$ cat src/rtl/lc3b_types.sv
// Shared LC-3b types for the out-of-order core: datapath words, opcodes,
// the common data bus (CDB) broadcast, and the reorder-buffer entry.
package lc3b_types;

  typedef logic [15:0] lc3b_word;
  typedef logic [2:0]  lc3b_reg;
  typedef logic [2:0]  lc3b_rob_addr;

  typedef enum logic [3:0] {
    op_br   = 4'b0000,
    op_add  = 4'b0001,
    op_ldb  = 4'b0010,
    op_stb  = 4'b0011,
    op_jsr  = 4'b0100,
    op_and  = 4'b0101,
    op_ldr  = 4'b0110,
    op_str  = 4'b0111,
    op_rti  = 4'b1000,
    op_not  = 4'b1001,
    op_ldi  = 4'b1010,
    op_sti  = 4'b1011,
    op_jmp  = 4'b1100,
    op_shf  = 4'b1101,
    op_lea  = 4'b1110,
    op_trap = 4'b1111
  } lc3b_opcode;

  // Result broadcast from the functional units.
  typedef struct packed {
    logic         valid;
    lc3b_rob_addr tag;
    lc3b_word     data;
  } lc3b_cdb;

  // One in-flight instruction. For branches, value holds the recovery PC
  // and mispredict is filled in by the branch unit via the CDB.
  typedef struct packed {
    logic       busy;
    logic       ready;
    logic       mispredict;
    lc3b_opcode opcode;
    lc3b_reg    dest;
    lc3b_word   value;
  } rob_entry_t;

endpackage

$ cat src/rtl/reorder_buffer.sv
// Circular reorder buffer: allocates at the tail on issue, captures results
// from the CDB, retires in order from the head, and flushes everything when
// a mispredicted branch retires.
// Optional macro ROB_READ_BYPASS_EN: operand read ports forward a same-cycle
// CDB result for a busy entry; otherwise they show registered state only.
module reorder_buffer
  import lc3b_types::*;
#(
  parameter int data_width = 16,
  parameter int tag_width  = 3
) (
  input  logic                  clk,
  input  logic                  reset_n,
  input  logic                  rob_write_enable,
  input  lc3b_opcode            rob_opcode,
  input  logic [2:0]            rob_dest,
  input  logic [data_width-1:0] rob_value_in,
  output logic [tag_width-1:0]  rob_addr,
  output logic                  rob_full,
  input  lc3b_cdb               CDB_in,
  input  logic [tag_width-1:0]  rob_sr1_read_addr,
  input  logic [tag_width-1:0]  rob_sr2_read_addr,
  output logic [data_width-1:0] rob_sr1_value_out,
  output logic [data_width-1:0] rob_sr2_value_out,
  output logic                  rob_sr1_valid_out,
  output logic                  rob_sr2_valid_out,
  output logic                  commit_ld_reg,
  output logic [2:0]            commit_dest,
  output logic [data_width-1:0] commit_value,
  output logic [tag_width-1:0]  commit_rob_entry,
  output logic                  flush,
  output logic [15:0]           flush_pc
);

  localparam int depth = 2 ** tag_width;

  rob_entry_t entries [depth];
  logic [tag_width-1:0] head;
  logic [tag_width-1:0] tail;
  logic [tag_width:0]   count;
  logic [tag_width:0]   count_next;

  rob_entry_t head_entry;
  logic       do_commit;
  logic       do_write;
  logic       cdb_hit;

  assign head_entry = entries[head];
  assign do_commit  = head_entry.busy & head_entry.ready;
  assign rob_full   = (count == (tag_width + 1)'(depth));
  assign do_write   = rob_write_enable & ~rob_full;
  assign cdb_hit    = CDB_in.valid & entries[CDB_in.tag].busy;
  assign rob_addr   = tail;

  // Occupancy bookkeeping: a simultaneous allocate and retire cancel out.
  always_comb begin
    count_next = count;
    if (do_write && !do_commit) begin
      count_next = count + (tag_width + 1)'(1);
    end else if (!do_write && do_commit) begin
      count_next = count - (tag_width + 1)'(1);
    end
  end

  // Retire port: drive regfile write or branch redirect from the head entry.
  always_comb begin
    commit_ld_reg    = 1'b0;
    commit_dest      = '0;
    commit_value     = '0;
    commit_rob_entry = '0;
    flush            = 1'b0;
    flush_pc         = '0;
    if (do_commit) begin
      if (head_entry.opcode == op_br) begin
        if (head_entry.mispredict) begin
          flush    = 1'b1;
          flush_pc = head_entry.value;
        end
      end else begin
        commit_ld_reg    = 1'b1;
        commit_dest      = head_entry.dest;
        commit_value     = head_entry.value;
        commit_rob_entry = head;
      end
    end
  end

  // Operand read port 1, optionally forwarding a same-cycle CDB result.
  always_comb begin
    rob_sr1_value_out = entries[rob_sr1_read_addr].value;
    rob_sr1_valid_out = entries[rob_sr1_read_addr].busy & entries[rob_sr1_read_addr].ready;
`ifdef ROB_READ_BYPASS_EN
    if (cdb_hit && (CDB_in.tag == rob_sr1_read_addr)) begin
      rob_sr1_value_out = CDB_in.data;
      rob_sr1_valid_out = 1'b1;
    end
`endif
  end

  // Operand read port 2, optionally forwarding a same-cycle CDB result.
  always_comb begin
    rob_sr2_value_out = entries[rob_sr2_read_addr].value;
    rob_sr2_valid_out = entries[rob_sr2_read_addr].busy & entries[rob_sr2_read_addr].ready;
`ifdef ROB_READ_BYPASS_EN
    if (cdb_hit && (CDB_in.tag == rob_sr2_read_addr)) begin
      rob_sr2_value_out = CDB_in.data;
      rob_sr2_valid_out = 1'b1;
    end
`endif
  end

  // Entry array and pointers. A retiring mispredict overrides every other
  // update this cycle. The CDB only targets busy entries and allocation only
  // targets a free one, so those two never collide; retire is written last
  // so it wins if a stale CDB repeat lands on the retiring head.
  always_ff @(posedge clk or negedge reset_n) begin
    if (!reset_n) begin
      for (int i = 0; i < depth; i++) begin
        entries[i] <= '0;
      end
      head  <= '0;
      tail  <= '0;
      count <= '0;
    end else if (flush) begin
      for (int i = 0; i < depth; i++) begin
        entries[i].busy  <= 1'b0;
        entries[i].ready <= 1'b0;
      end
      head  <= '0;
      tail  <= '0;
      count <= '0;
    end else begin
      if (cdb_hit) begin
        entries[CDB_in.tag].ready <= 1'b1;
        if (entries[CDB_in.tag].opcode == op_br) begin
          entries[CDB_in.tag].mispredict <= CDB_in.data[0];
        end else begin
          entries[CDB_in.tag].value <= CDB_in.data;
        end
      end
      if (do_commit) begin
        entries[head].busy  <= 1'b0;
        entries[head].ready <= 1'b0;
        head <= head + tag_width'(1);
      end
      if (do_write) begin
        entries[tail].busy       <= 1'b1;
        entries[tail].ready      <= (rob_opcode == op_lea);
        entries[tail].mispredict <= 1'b0;
        entries[tail].opcode     <= rob_opcode;
        entries[tail].dest       <= rob_dest;
        entries[tail].value      <= rob_value_in;
        tail <= tail + tag_width'(1);
      end
      count <= count_next;
    end
  end

endmodule

$ cat config.mk
export PLATFORM = sky130hd
export DESIGN_NAME = reorder_buffer
export DESIGN_NICKNAME = d
export VERILOG_FILES = /design/src/rtl/lc3b_types.sv /design/src/rtl/reorder_buffer.sv
export SDC_FILE = /design/constraint.sdc
export NUM_CORES = 1
export LEC_CHECK = 0
export BUFFER_PORTS_ARGS = -buffer_cell sky130_fd_sc_hd__buf_4
export CORE_AREA = 2 2 293 150
export DETAILED_ROUTE_END_ITERATION = 10
export DIE_AREA = 0 0 295 152
export HOLD_SLACK_MARGIN = 0.08
export RECOVER_POWER = 25
export SLEW_MARGIN = 20
export SYNTH_ARGS = -nofsm -noshare
export SYNTH_HDL_FRONTEND = slang
export SYNTH_SLANG_ARGS = --single-unit
$ cat constraint.sdc
create_clock -name clk -period 6.35 [get_ports clk]
set_input_delay 0.3175 -clock clk [delete_from_list [all_inputs] [get_ports clk]]
set_output_delay 0.3175 -clock clk [all_outputs]
set_load 0.02 [all_outputs]
==> results_dict.tcl <==
set metrics [dict create \
    status "finished with violations" \
    violations "capacitance limit, slew limit" \
    postCtsSetupBuffers 0 \
    tns_ps 0 \
    place_inst 1897 \
    start_util_pct 34.41 \
    whs_ps 89.31 \
    finalInstanceArea_um2 16700 \
    core_area_um2 42630 \
    io_buffers 129 \
    dr.pass1.iters 7 \
    overflow 0 \
    required_ps 6030 \
    crit_chain "inv_1 > a22oi_1 > o221ai_1 > and2_2 > nand2_4 > clkinv_1 > and2_1 > buf_4" \
    end_kind "output port" \
    yosys_most_used_dff "dfrtp_1" \
    cts.sinks 218 \
    setup_viol 0 \
    cts_buffers 23 \
    slew_violations 119 \
    synth-edff-count 0 \
    clock_latency_ps 560 \
    dp_slack_ps 1188 \
    seq_area_frac_synth_pct 37.19 \
    die_h_um 152 \
    grt_pass1_vias 12253 \
    path_clk_slew_ps 70 \
    htreeDepth 1 \
    clock-skew-final_ps 22.66 \
    cts-root-buf "clkbuf_16" \
    final_cells 1952 \
    postRouteAntennaNets 0 \
    fin_nets 1406 \
    cts_tree "yes" \
    synth_top_area_share_pct 37.19 \
    max-slew-margin-rel_pct -100.9 \
    wl_um 63680 \
    max_cap_viol_count 1 \
    place_area_um2 15850 \
    hold_class "in2reg" \
    synth_async_sr_flop_share_pct 100.0 \
    initialDrtViolationCount 1994 \
    setup_ws_ps 346.2 \
    n_antenna_cell 0 \
    yosysTopAreaCell "dfrtp_1" \
    hold_violations 0 \
    synth_area_leaders "dfrtp_1, mux4_2, o22ai_1" \
    vdd_drop_max_uv 252.3 \
    synth_warnings 0 \
    rows 54 \
    synth.distinct_cells 82 \
    hpwl_um 45170 \
    syn_nets 1350 \
    fin_crit_sh_pct 94.55 \
    p_leak_uw 0.006339 \
    fin_crit_ps 6004 \
    final_cell_mix "dfrtp_1, buf_4, o22ai_1" \
    synthCells 1293 \
    slowest_stage "dfrtp_1" \
    mappedNetlistArea_um2 14670 \
    crit_family "simple AND/OR/NAND/NOR gates" \
    power_density_nw_per_um2 562.7 \
    final_common_cell "dfrtp_1" \
    critPathLaunchType "flop" \
    ioPinCount 130 \
    grt.total_usage_pct 27.97 \
    rsz0062_at_grt "false" \
    viasPerCell 6.652 \
    max_stage_delay_ps 970 \
    drc_errors 0 \
    critPathBufInv 3 \
    maxClockFrequency_ghz 0.1666 \
    dieArea_um2 44840 \
    crit_arrival_ps 5690 \
    final_layout_size_suffix_gt1_share_pct 33.36 \
    worstPathMaxFanout 63 \
    syn_to_final_growth_pct 13.83 \
    grt_pass1_wl_um 91260 \
    postCtsHoldBufs 14 \
    dr_total_vias 12984 \
    grt_max_degree 119 \
    ys_ff_latch 218 \
    die_w_um 295 \
    syn_area_per_cell_um2 11.34 \
    avgRoutedWirePerCell_um 32.62 \
    worst_pin_slew_ps 3013 \
    ctsResizeCount 0 \
    antenna_found_initial 3 \
    fillCellCount 4065 \
    clockBufferDepth 3 \
    crit_type "reg2out" \
    finalWeightedCongestion 0.9857 \
]
[synth_stat cells (15+ instances only)]
cell and count:
mux2_1 22, buf_2 40, o221a_2 23, o22ai_1 114
a2bb2oi_1 57, mux2i_1 18, o21ai_0 52, nor3_1 20
mux2_4 28, mux2_2 56, nor2_1 96, a21oi_1 36
clkbuf_1 55, a221oi_1 15, a2bb2oi_2 41, nand2_1 55
buf_6 16, mux4_2 70, dfrtp_1 218, inv_1 18
[worst paths after layout]
path,from,end,slack (ps),cells after the start
worst max-delay path,head[2],flush_pc[13],350,8
worst min-delay path,rob_dest[0],entries[120],90,2
worst max register to register,head[2],entries[50],1330,7
worst min register to register,entries[121],entries[121],490,1
max in group asynchronous,reset_n,entries[108],2510,3
min in group asynchronous,reset_n,entries[120],430,2
[layer usage]
metal / routed length, um / track usage [%]
met4: 1374 / 5.758
met1: 28080 / 42.42
met5: 77 / 0.9544
met2: 22670 / 32.76
met3: 11480 / 16.22
[registers in the layout, indices dropped and copies added, names as in the netlist]
name / cells
count: 4
head: 3
entries: 208
rob_addr: 3
[per-stage QoR]
step | util, % | total power [uW]
2_1_floorplan | - | 5982
3_3_place_gp | 37.18 | 7688
3_5_place_dp | 37.18 | 7774
4_1_cts | 39.19 | 9158
5_1_grt | 39.17 | 9691
6_report | 39.17 | 9396
[cell families after synthesis]
family / Yosys count / synth area share, %
muxes: 196 / 21.19
DFF: 218 / 37.19
xor gates and xnor gates: 4 / 0.2389
buffers and inverters: 155 / 5.433
adders and majority gates: 5 / 0.4777
and+or+nand+nor: 251 / 8.112
AOI/OAI and AO/OA: 464 / 27.36
[where the power goes]
part | internal (uW) | total, uW | switching [uW]
clock network | 747 | 1370 | 620
registers | 2070 | 3200 | 1130
logic | 2180 | 4830 | 2650
[cell type report]
type	instances	area [um^2]	area share [%]
Timing Repair Buffer	167	1290	7.725
Inverter	19	71.32	0.4271
Sequential cell	218	5456	32.68
Tap cell	588	735.7	4.406
Clock buffer	33	643.1	3.851
Clock inverter	7	76.32	0.4571
Multi-Input combinational cell	920	8426	50.46
(Power assumes the default switching activity.)
